<file path="config.mk">
export PLATFORM = sky130hd
export DESIGN_NAME = idex_hazard_reg
export DESIGN_NICKNAME = d
export VERILOG_FILES = /design/src/rtl/idex_hazard_reg.sv
export SDC_FILE = /design/constraint.sdc
export NUM_CORES = 1
export LEC_CHECK = 0
export CORE_MARGIN = 2
export CORE_UTILIZATION = 30
export DETAILED_ROUTE_END_ITERATION = 7
export MAX_ROUTING_LAYER = met4
export PLACE_DENSITY = 0.68
export REMOVE_ABC_BUFFERS = 1
export SETUP_SLACK_MARGIN = 0.02
export SLEW_MARGIN = 20
export SYNTH_ARGS = -nofsm -noshare
export SYNTH_HDL_FRONTEND = slang
export SYNTH_SLANG_ARGS = --single-unit
</file>
<file path="constraint.sdc">
create_clock -name clk -period 4 [get_ports clk]
set_input_delay 0.8 -clock clk [delete_from_list [all_inputs] [get_ports clk]]
set_output_delay 0.8 -clock clk [all_outputs]
set_load 0.03 [all_outputs]
</file>
<file path="src/rtl/idex_hazard_reg.sv">
// ID/EX pipeline register with load-use bubble insertion, flush kill and memory-stall hold.
// Also keeps a saturating count of inserted load-use bubbles.
module idex_hazard_reg #(
  parameter int DW  = 16,
  parameter int CW  = 16,
  parameter int SCW = 16
) (
  input  logic           clk,
  input  logic           rst,
  input  logic           id_valid,
  input  logic [2:0]     id_rs,
  input  logic           id_rs_v,
  input  logic [2:0]     id_rt,
  input  logic           id_rt_v,
  input  logic [2:0]     id_rd,
  input  logic           id_wr,
  input  logic           id_mem_rd,
  input  logic [DW-1:0]  id_rs_data,
  input  logic [DW-1:0]  id_rt_data,
  input  logic [DW-1:0]  id_imm,
  input  logic [CW-1:0]  id_ctrl,
  input  logic           flush,
  input  logic           mem_stall,
  output logic           ex_valid,
  output logic [2:0]     ex_rs,
  output logic [2:0]     ex_rt,
  output logic           ex_rs_v,
  output logic           ex_rt_v,
  output logic [2:0]     ex_rd,
  output logic           ex_wr,
  output logic           ex_mem_rd,
  output logic [DW-1:0]  ex_rs_data,
  output logic [DW-1:0]  ex_rt_data,
  output logic [DW-1:0]  ex_imm,
  output logic [CW-1:0]  ex_ctrl,
  output logic           stall_fd,
  output logic [SCW-1:0] lu_stall_cnt
);

  typedef enum logic [1:0] {RUN, HOLD, HOLD_FL} state_t;

  typedef struct packed {
    logic          valid;
    logic [2:0]    rs;
    logic          rs_v;
    logic [2:0]    rt;
    logic          rt_v;
    logic [2:0]    rd;
    logic          wr;
    logic          mem_rd;
    logic [DW-1:0] rs_data;
    logic [DW-1:0] rt_data;
    logic [DW-1:0] imm;
    logic [CW-1:0] ctrl;
  } idex_t;

  state_t         state_q, state_d;
  idex_t          ex_q, ex_d, id_w;
  logic [SCW-1:0] cnt_q, cnt_d;
  logic           flush_pend, kill, lu_hz;

  assign id_w = {id_valid, id_rs, id_rs_v, id_rt, id_rt_v, id_rd, id_wr, id_mem_rd,
                 id_rs_data, id_rt_data, id_imm, id_ctrl};

  // A flush seen during a memory stall is remembered only by sitting in HOLD_FL.
  assign flush_pend = (state_q == HOLD_FL);
  assign kill       = flush | flush_pend;
  assign lu_hz      = ex_q.valid & ex_q.mem_rd & ex_q.wr & id_valid &
                      ((id_rs_v & (id_rs == ex_q.rd)) | (id_rt_v & (id_rt == ex_q.rd)));
  assign stall_fd   = mem_stall | (lu_hz & ~kill);

  always_comb begin
    state_d = state_q;
    ex_d    = ex_q;
    cnt_d   = cnt_q;
    if (mem_stall) begin
      state_d = kill ? HOLD_FL : HOLD;
    end else begin
      // Leaving HOLD/HOLD_FL is evaluated exactly like a RUN cycle.
      state_d = RUN;
      if (kill) begin
        ex_d = '0;
      end else if (lu_hz) begin
        ex_d = '0;
        if (cnt_q != '1) cnt_d = cnt_q + 1'b1;
      end else begin
        ex_d = id_w;
      end
    end
  end

  always_ff @(posedge clk) begin
    if (rst) begin
      state_q <= RUN;
      ex_q    <= '0;
      cnt_q   <= '0;
    end else begin
      state_q <= state_d;
      ex_q    <= ex_d;
      cnt_q   <= cnt_d;
    end
  end

  assign ex_valid     = ex_q.valid;
  assign ex_rs        = ex_q.rs;
  assign ex_rt        = ex_q.rt;
  assign ex_rs_v      = ex_q.rs_v;
  assign ex_rt_v      = ex_q.rt_v;
  assign ex_rd        = ex_q.rd;
  assign ex_wr        = ex_q.wr;
  assign ex_mem_rd    = ex_q.mem_rd;
  assign ex_rs_data   = ex_q.rs_data;
  assign ex_rt_data   = ex_q.rt_data;
  assign ex_imm       = ex_q.imm;
  assign ex_ctrl      = ex_q.ctrl;
  assign lu_stall_cnt = cnt_q;

endmodule

</file>
==> results of run 1 <==
==> worst max path at each step <==
stage	to	from	depth (start not counted)
floorplan	ex_ctrl[0]$_SDFFE_PP0N_	mem_stall	3
CTS	stall_fd	id_rt[1]	6
finish	stall_fd	id_rt[2]	6
global route	stall_fd	id_rt[2]	6
detailed placement	stall_fd	id_rt[2]	6
global placement	stall_fd	id_rt[1]	6
==> routing by layer <==
metal,vias up,global-route usage (%),part of all wire [%]
met5,-,-,0
met4,0,4.20,1.4
met3,20,6.29,6.8
met2,131,26.4,48
met1,1444,18.8,44
li1,1473,-,-
==> registers in the layout, summed over array words and instances (netlist names), 2 cells and up <==
signal / flops
ex_rs_data: 16
ex_ctrl: 16
ex_imm: 16
ex_rs: 3
lu_stall_cnt: 16
ex_rt: 3
state_q: 2
ex_rt_data: 16
ex_rd: 3
==> stage by stage <==
step	hold WS (ns)	cells	total power, mW	instance area (um^2)
5_1_grt	0.490	611	2.15	5550
3_5_place_dp	0.463	597	1.31	5290
4_1_cts	0.481	611	2.09	5550
6_report	0.473	611	2.06	5550
2_1_floorplan	0.541	274	1.14	3300
3_3_place_gp	0.460	597	1.30	5290
==> cell type report <==
type / count / area [um^2]
well taps: 143 / 179
fillers: 1043 / 5770
flip-flops and latches: 96 / 1920
clock buffers: 10 / 239
repair buffers: 180 / 1800
inverters: 3 / 11.3
clock inverters: 4 / 22.5
multi-input cells: 175 / 1380
==> where the power goes <==
part,switching (mW),internal [mW]
clock,0.347,0.428
sequential,0.0172,0.987
combinational,0.133,0.148
total,0.497,1.56
==> Yosys cell counts, types with 2 or more instances <==
| library cell | number |
|---|---|
| dfxtp_1 | 96 |
| a22o_1 | 78 |
| a21oi_1 | 10 |
| clkbuf_1 | 10 |
| o31ai_1 | 8 |
| buf_2 | 7 |
| nand3_1 | 7 |
| nor2_1 | 7 |
| or3_1 | 7 |
| or4_1 | 7 |
| xnor2_1 | 6 |
| nand4_1 | 5 |
| a21oi_2 | 4 |
| o21ai_1 | 4 |
| buf_4 | 3 |
| inv_1 | 3 |
| nand2_1 | 3 |
| nand2b_1 | 3 |
| o21ai_0 | 3 |
| and2_1 | 2 |
| and4_1 | 2 |
| nor2b_1 | 2 |
==> kinds of logic after synthesis <==
group,count (synthesis),share of synthesized area (%)
compound gates,110,26.5
xor+xnor,6,1.53
fa+ha+maj,1,0.363
buf+inv,26,4.43
flops,96,55.8
mux,2,0.727
simple gates,56,10.7
==> worst register-to-register path: stages (launching register included) <==
cell and delay, ns:
dfxtp_1 0.41, xnor2_1 0.12, and4_1 0.28, o21ai_2 0.16
buf_4 0.20, and3b_2 0.18, buf_4 0.61, a22o_1 0.32
==> metrics.md, run 1 <==
| Metric | Value |
|---|---|
| Static Leak | `2.00 nW` |
| FF+latch count, synth | `96` |
| Mean Syn Cell Area | `11.6 um^2` |
| CP max FO | `3` |
| Depth of the CTS H-tree | `3` |
| RR Endpoint | `ex_rt_data[4]$_SDFFE_PP0N_` |
| Sequential area share after synthesis | `55.8%` |
| CTS Buffer Depth | `2` |
| CP peak stage delay | `0.71 ns` |
| Sinks on Clock Net | `96` |
| Commonest cells after routing, fill and taps aside | `176 x clkdlybuf4s50_1, 96 x dfxtp_1, 78 x a22o_1` |
| Final-report max-slew violation count | `0` |
| Reg-to-Reg Start | `ex_rd[1]$_SDFFE_PP0N_` |
| Commonest non-fill, non-tap cell in the layout | `clkdlybuf4s50_1` |
| Reg-to-reg setup timing slack | `1.66 ns` |
| Dominant synthesized flop cell | `dfxtp_1` |
| First-pass GRT wire length | `15400 um` |
| Worst hold path stage count | `1` |
| Number of global-route vias before repair | `2978` |
| HP Class | `reg2reg` |
| YS warnings | `0` |
| Die Height | `111 um` |
| Fin crit period | `3.68 ns` |
| Main area contributors after synthesis | `dfxtp_1 56%, a22o_1 20%, o31ai_1 1.7%` |
| GP Congestion | `0.792` |
| Synth cell types | `42` |
| EDFF count, synth | `0` |
| Port Buffers | `176` |
| Ordered list of cells on the worst path | `clkdlybuf4s50_1, xnor2_1, and4_1, o21ai_2, o31ai_1, clkdlybuf4s50_1` |
| Critical Path AT | `2.88 ns` |
| Pwr dens | `371 nW/um^2` |
| Worst reg2reg path depth | `7` |
| DR iter-0 viols | `135` |
| Final hold vios | `0` |
| Die Area | `12300 um^2` |
| Pre-CTS setup slack | `0.274 ns` |
| Actual slew at the worst max-slew pin | `0.830 ns` |
| CTS tree | `yes` |
| Setup violators final | `0` |
| Antenna viol nets, final | `0` |
| FFs w/ async S/R, synth | `0%` |
| Drt drc | `0` |
| Vias per std cell | `5.02` |
| Area grow syn2layout | `61.4%` |
| Num rows | `39` |
| Worst-path clk slew | `0.06 ns` |
| Post-DR wirelength/cell | `15.9 um` |
| Antenna diode count | `0` |
| Slowest stage cell, crit path | `clkdlybuf4s50_1` |
| # Post-CTS Setup Buffers | `0` |
| Total wire length | `9720 um` |
| Critical path required time | `3.20 ns` |
| Overall Global Routing Usage | `16.2%` |
| Layout cell share with drive strength beyond 1 | `7.69%` |
| DP Wirelength | `6840 um` |
| Core Region | `11300 um^2` |
| Clk_skew | `0.00752 ns` |
| Post-synthesis cell count | `297` |
| WP buf/inv | `2` |
| Finished Core Util | `49.1%` |
| Post-cts sizing count | `0` |
| Cell Area, Synth | `3440 um^2` |
| Critical path's top delay family | `buffers and inverters` |
| Clock Root Buffer | `clkbuf_16` |
| Worst min-delay path startpoint | `ex_imm[6]$_SDFFE_PP0N_` |
| Max-cap violations | `0` |
| DRT Pass-1 Iters | `4` |
| Nets | `548` |
| Initial Util | `30.4%` |
| Worst path most repeated cell | `clkdlybuf4s50_1` |
| Startpoint Class | `primary input` |
| Area leader, netlist | `dfxtp_1` |
| Worst Setup Slack, final | `0.325 ns` |
| Max rail drop VDD | `0.346 mV` |
| Max_slew headroom | `44.7%` |
| CTS Hold Bufs | `0` |
| Die Wd | `111 um` |
| Crit path kind | `in2out` |
| Fmax | `272 MHz` |
| Hold endpoint | `ex_imm[6]$_SDFFE_PP0N_` |
| Initial antenna violation count | `0` |
| Final setup TNS | `0 ns` |
| CTS buffer count | `9` |
| Pin count of the biggest net entering global routing | `79` |
| Crit end category | `output pin` |
| Unrepaired setup endpoints after global routing | `false` |
| Outcome | `finished, final reports clean` |
| IO Pins | `177` |
| Via count | `3068` |
| Clk_lat worst skew | `0.34 ns` |
| Final worst path period share | `91.9%` |
| Post-synth top area share | `55.8%` |
| GRT overflow | `0` |
No activity file was read; power rests on OpenSTA's default activity.
==> inputs of run 2 (changes only) <==
- ABC_AREA: unset -> 1
- PLACE_DENSITY: 0.68 -> 0.66
- SLEW_MARGIN: 20 -> 25
==> metrics.md, run 2 <==
| Metric | Value |
|---|---|
| DR iter-0 viols | `234` |
| Sw Share | `23.2%` |
| GP Congestion | `0.827` |
| Post-DR wirelength/cell | `13.5 um` |
| Pin count of the biggest net entering global routing | `77` |
| Area grow syn2layout | `55.3%` |
| DRT Pass-1 Iters | `4` |
| Fin crit period | `3.37 ns` |
| Max_slew headroom | `42.7%` |
| Reg-to-reg setup timing slack | `1.97 ns` |
| CTS Buffer Depth | `2` |
| Commonest non-fill, non-tap cell in the layout | `clkdlybuf4s50_1` |
| Pre-CTS setup slack | `0.617 ns` |
| Die Wd | `119 um` |
| Reg-to-Reg Start | `ex_rd[1]$_SDFFE_PP0N_` |
| Layout cell share with drive strength beyond 1 | `4.87%` |
| CP max FO | `2` |
| Depth of the CTS H-tree | `3` |
| Synth cell types | `26` |
| Clock Root Buffer | `clkbuf_16` |
| Drt drc | `0` |
| Worst Setup Slack, final | `0.633 ns` |
| Internal | `1.77 mW` |
| Startpoint Class | `primary input` |
| First-pass GRT wire length | `19300 um` |
| Placed cell area | `5820 um^2` |
| DP Wirelength | `8290 um` |
| Pwr dens | `373 nW/um^2` |
| Ordered list of cells on the worst path | `clkdlybuf4s50_1, inv_1, nand2_1, nand2_1, nor2_1, nand2_1, nand2_1, nand3_2, nand2_1, clkdlybuf4s50_1` |
| Fmax | `297 MHz` |
| Sinks on Clock Net | `96` |
| Port Buffers | `176` |
| Crit end category | `output pin` |
| Setup violators final | `0` |
| Critical path depth | `10` |
| YS warnings | `0` |
| FFs w/ async S/R, synth | `0%` |
| Unrepaired setup endpoints after global routing | `false` |
| Initial Util | `30.4%` |
| Slowest stage cell, crit path | `clkdlybuf4s50_1` |
| Worst path most repeated cell | `nand2_1` |
| Synth cell count leaders | `155 x nand3_1, 134 x nand2_1, 96 x dfxtp_1` |
| # Post-CTS Setup Buffers | `0` |
| Critical path launch point | `id_rs[0]` |
| Nets | `776` |
| CP peak stage delay | `0.67 ns` |
| Critical path required time | `3.20 ns` |
| Overall Global Routing Usage | `17.5%` |
| GRT overflow | `0` |
| Post-cts sizing count | `0` |
| Final Cell Area | `6180 um^2` |
| Total wire length | `11800 um` |
| HP Class | `reg2reg` |
| GRT met1 Usage | `21.2%` |
| Final worst path period share | `84.2%` |
| Post-synth top area share | `48.3%` |
| Cell Area, Synth | `3980 um^2` |
| Final setup TNS | `0 ns` |
| Initial antenna violation count | `1` |
| Static Leak | `2.56 nW` |
| Number of global-route vias before repair | `4030` |
| Commonest cells after routing, fill and taps aside | `175 x clkdlybuf4s50_1, 155 x nand3_1, 133 x nand2_1` |
| Top Usage Layer GRT | `met2` |
| IO Pins | `177` |
| Most common cell in the netlist | `nand3_1` |
| Via count | `4125` |
| Max rail drop VDD | `0.199 mV` |
| WP buf/inv | `3` |
| Main area contributors after synthesis | `dfxtp_1 48%, nand3_1 19%, nand2_1 13%` |
| EDFF count, synth | `0` |
| Dominant synthesized flop cell | `dfxtp_1` |
| Clock power share | `43.7%` |
| Max-cap violations | `0` |
| Final-report max-slew violation count | `0` |
| End of the critical path | `stall_fd` |
| Clk_skew | `0.00310 ns` |
| Combinational power share | `12.8%` |
| Vias per std cell | `4.71` |
| Post-synthesis cell count | `535` |
| Met3 Use GR | `5.65%` |
| Tot Pwr | `2.31 mW` |
| GRT met2 Usage | `27.2%` |
| Num rows | `42` |
| FF+latch count, synth | `96` |
| CTS tree | `yes` |
| Worst reg2reg path depth | `10` |
| Sequential area share after synthesis | `48.3%` |
| Die Area | `14200 um^2` |
| Core Region | `13100 um^2` |
| Worst-path clk slew | `0.06 ns` |
| Clk_lat worst skew | `0.34 ns` |
| RR Endpoint | `ex_rt[0]$_SDFFE_PP0N_` |
| Actual slew at the worst max-slew pin | `0.860 ns` |
| Antenna viol nets, final | `0` |
| Die Height | `119 um` |
| Switching pwr | `0.534 mW` |
| Area leader, netlist | `dfxtp_1` |
| CTS buffer count | `9` |
| CTS Hold Bufs | `0` |
| Critical Path AT | `2.57 ns` |
| Crit path kind | `in2out` |
| Critical path's top delay family | `buffers and inverters` |
| Flop pwr share | `43.5%` |
| Mean Syn Cell Area | `7.44 um^2` |
| Outcome | `finished, final reports clean` |
| Final hold vios | `0` |
[run 2: routing by layer]
layer / vias to the layer above / routed length, um
li1: 2079 / -
met4: 0 / 142
met2: 152 / 5430
met3: 12 / 963
met5: - / 0
met1: 1882 / 5310
[run 2: worst register-to-register path: stages (launching register included)]
cell	delay, ns
dfxtp_1	0.44
inv_2	0.05
nand2_1	0.05
nand2_1	0.05
nor2_1	0.13
nand2_1	0.06
nand2_1	0.13
nand2_2	0.41
buf_12	0.36
nand2_2	0.15
o21ai_0	0.09
[run 2: metrics by stage]
stage               hold WS [ns]  instances  utilization (%)
floorplan                  0.474        500                -
global placement           0.457        858             44.5
detailed placement         0.459        858             44.5
CTS                        0.475        874             47.2
global route               0.492        875             47.2
finish                     0.472        875             47.2
[run 2: power groups by stage]
| stage | Sequential, mW | Clock, mW | Combinational, mW |
|---|---|---|---|
| after detailed placement | 1.03 | 0 | 0.297 |
| after global placement | 1.03 | 0 | 0.293 |
| after floorplan | 1.08 | 0 | 0.0574 |
| final | 1.00 | 1.01 | 0.295 |
| after global routing | 1.01 | 1.08 | 0.315 |
| after CTS | 1.00 | 1.04 | 0.298 |
[run 2: cell families (layout without fill, tap and decap cells)]
group                    count (synthesis)  after routing  share of synthesized area, %
flip-flops                              96             96                          48.3
other                                    0              1                             0
XOR/XNOR                                 8              8                          1.76
buffers and inverters                   57            220                          7.23
adder cells (fa/ha/maj)                  1              1                         0.314
AND/OR/NAND/NOR                        353            353                          39.4
AO/OA/AOI/OAI                           20             20                          3.05
[run 2: area by class of cell]
class                      instances  area [um^2]
sequential                        96         1920
multi-input combinational        382         1770
antenna                            1         2.50
tap                              176          220
fill                            1278         6900
clock inverter                     5          103
inverter                          22         82.6
clock buffer                      11          253
timing repair buffer             182         1830
[run 2: worst min-delay path by stage]
stage | from | end | slack, ns | cells after the start
global placement | ex_rs_data[1]$_SDFFE_PP0N_ | ex_rs_data[1]$_SDFFE_PP0N_ | 0.46 | 2
finish | ex_rt_data[11]$_SDFFE_PP0N_ | ex_rt_data[11]$_SDFFE_PP0N_ | 0.47 | 2
CTS | ex_rt_data[6]$_SDFFE_PP0N_ | ex_rt_data[6]$_SDFFE_PP0N_ | 0.48 | 2
global route | ex_imm[4]$_SDFFE_PP0N_ | ex_imm[4]$_SDFFE_PP0N_ | 0.49 | 2
floorplan | state_q[1]$_SDFF_PP0_ | state_q[1]$_SDFF_PP0_ | 0.47 | 2
detailed placement | ex_rt_v$_SDFFE_PP0N_ | ex_rt_v$_SDFFE_PP0N_ | 0.46 | 2
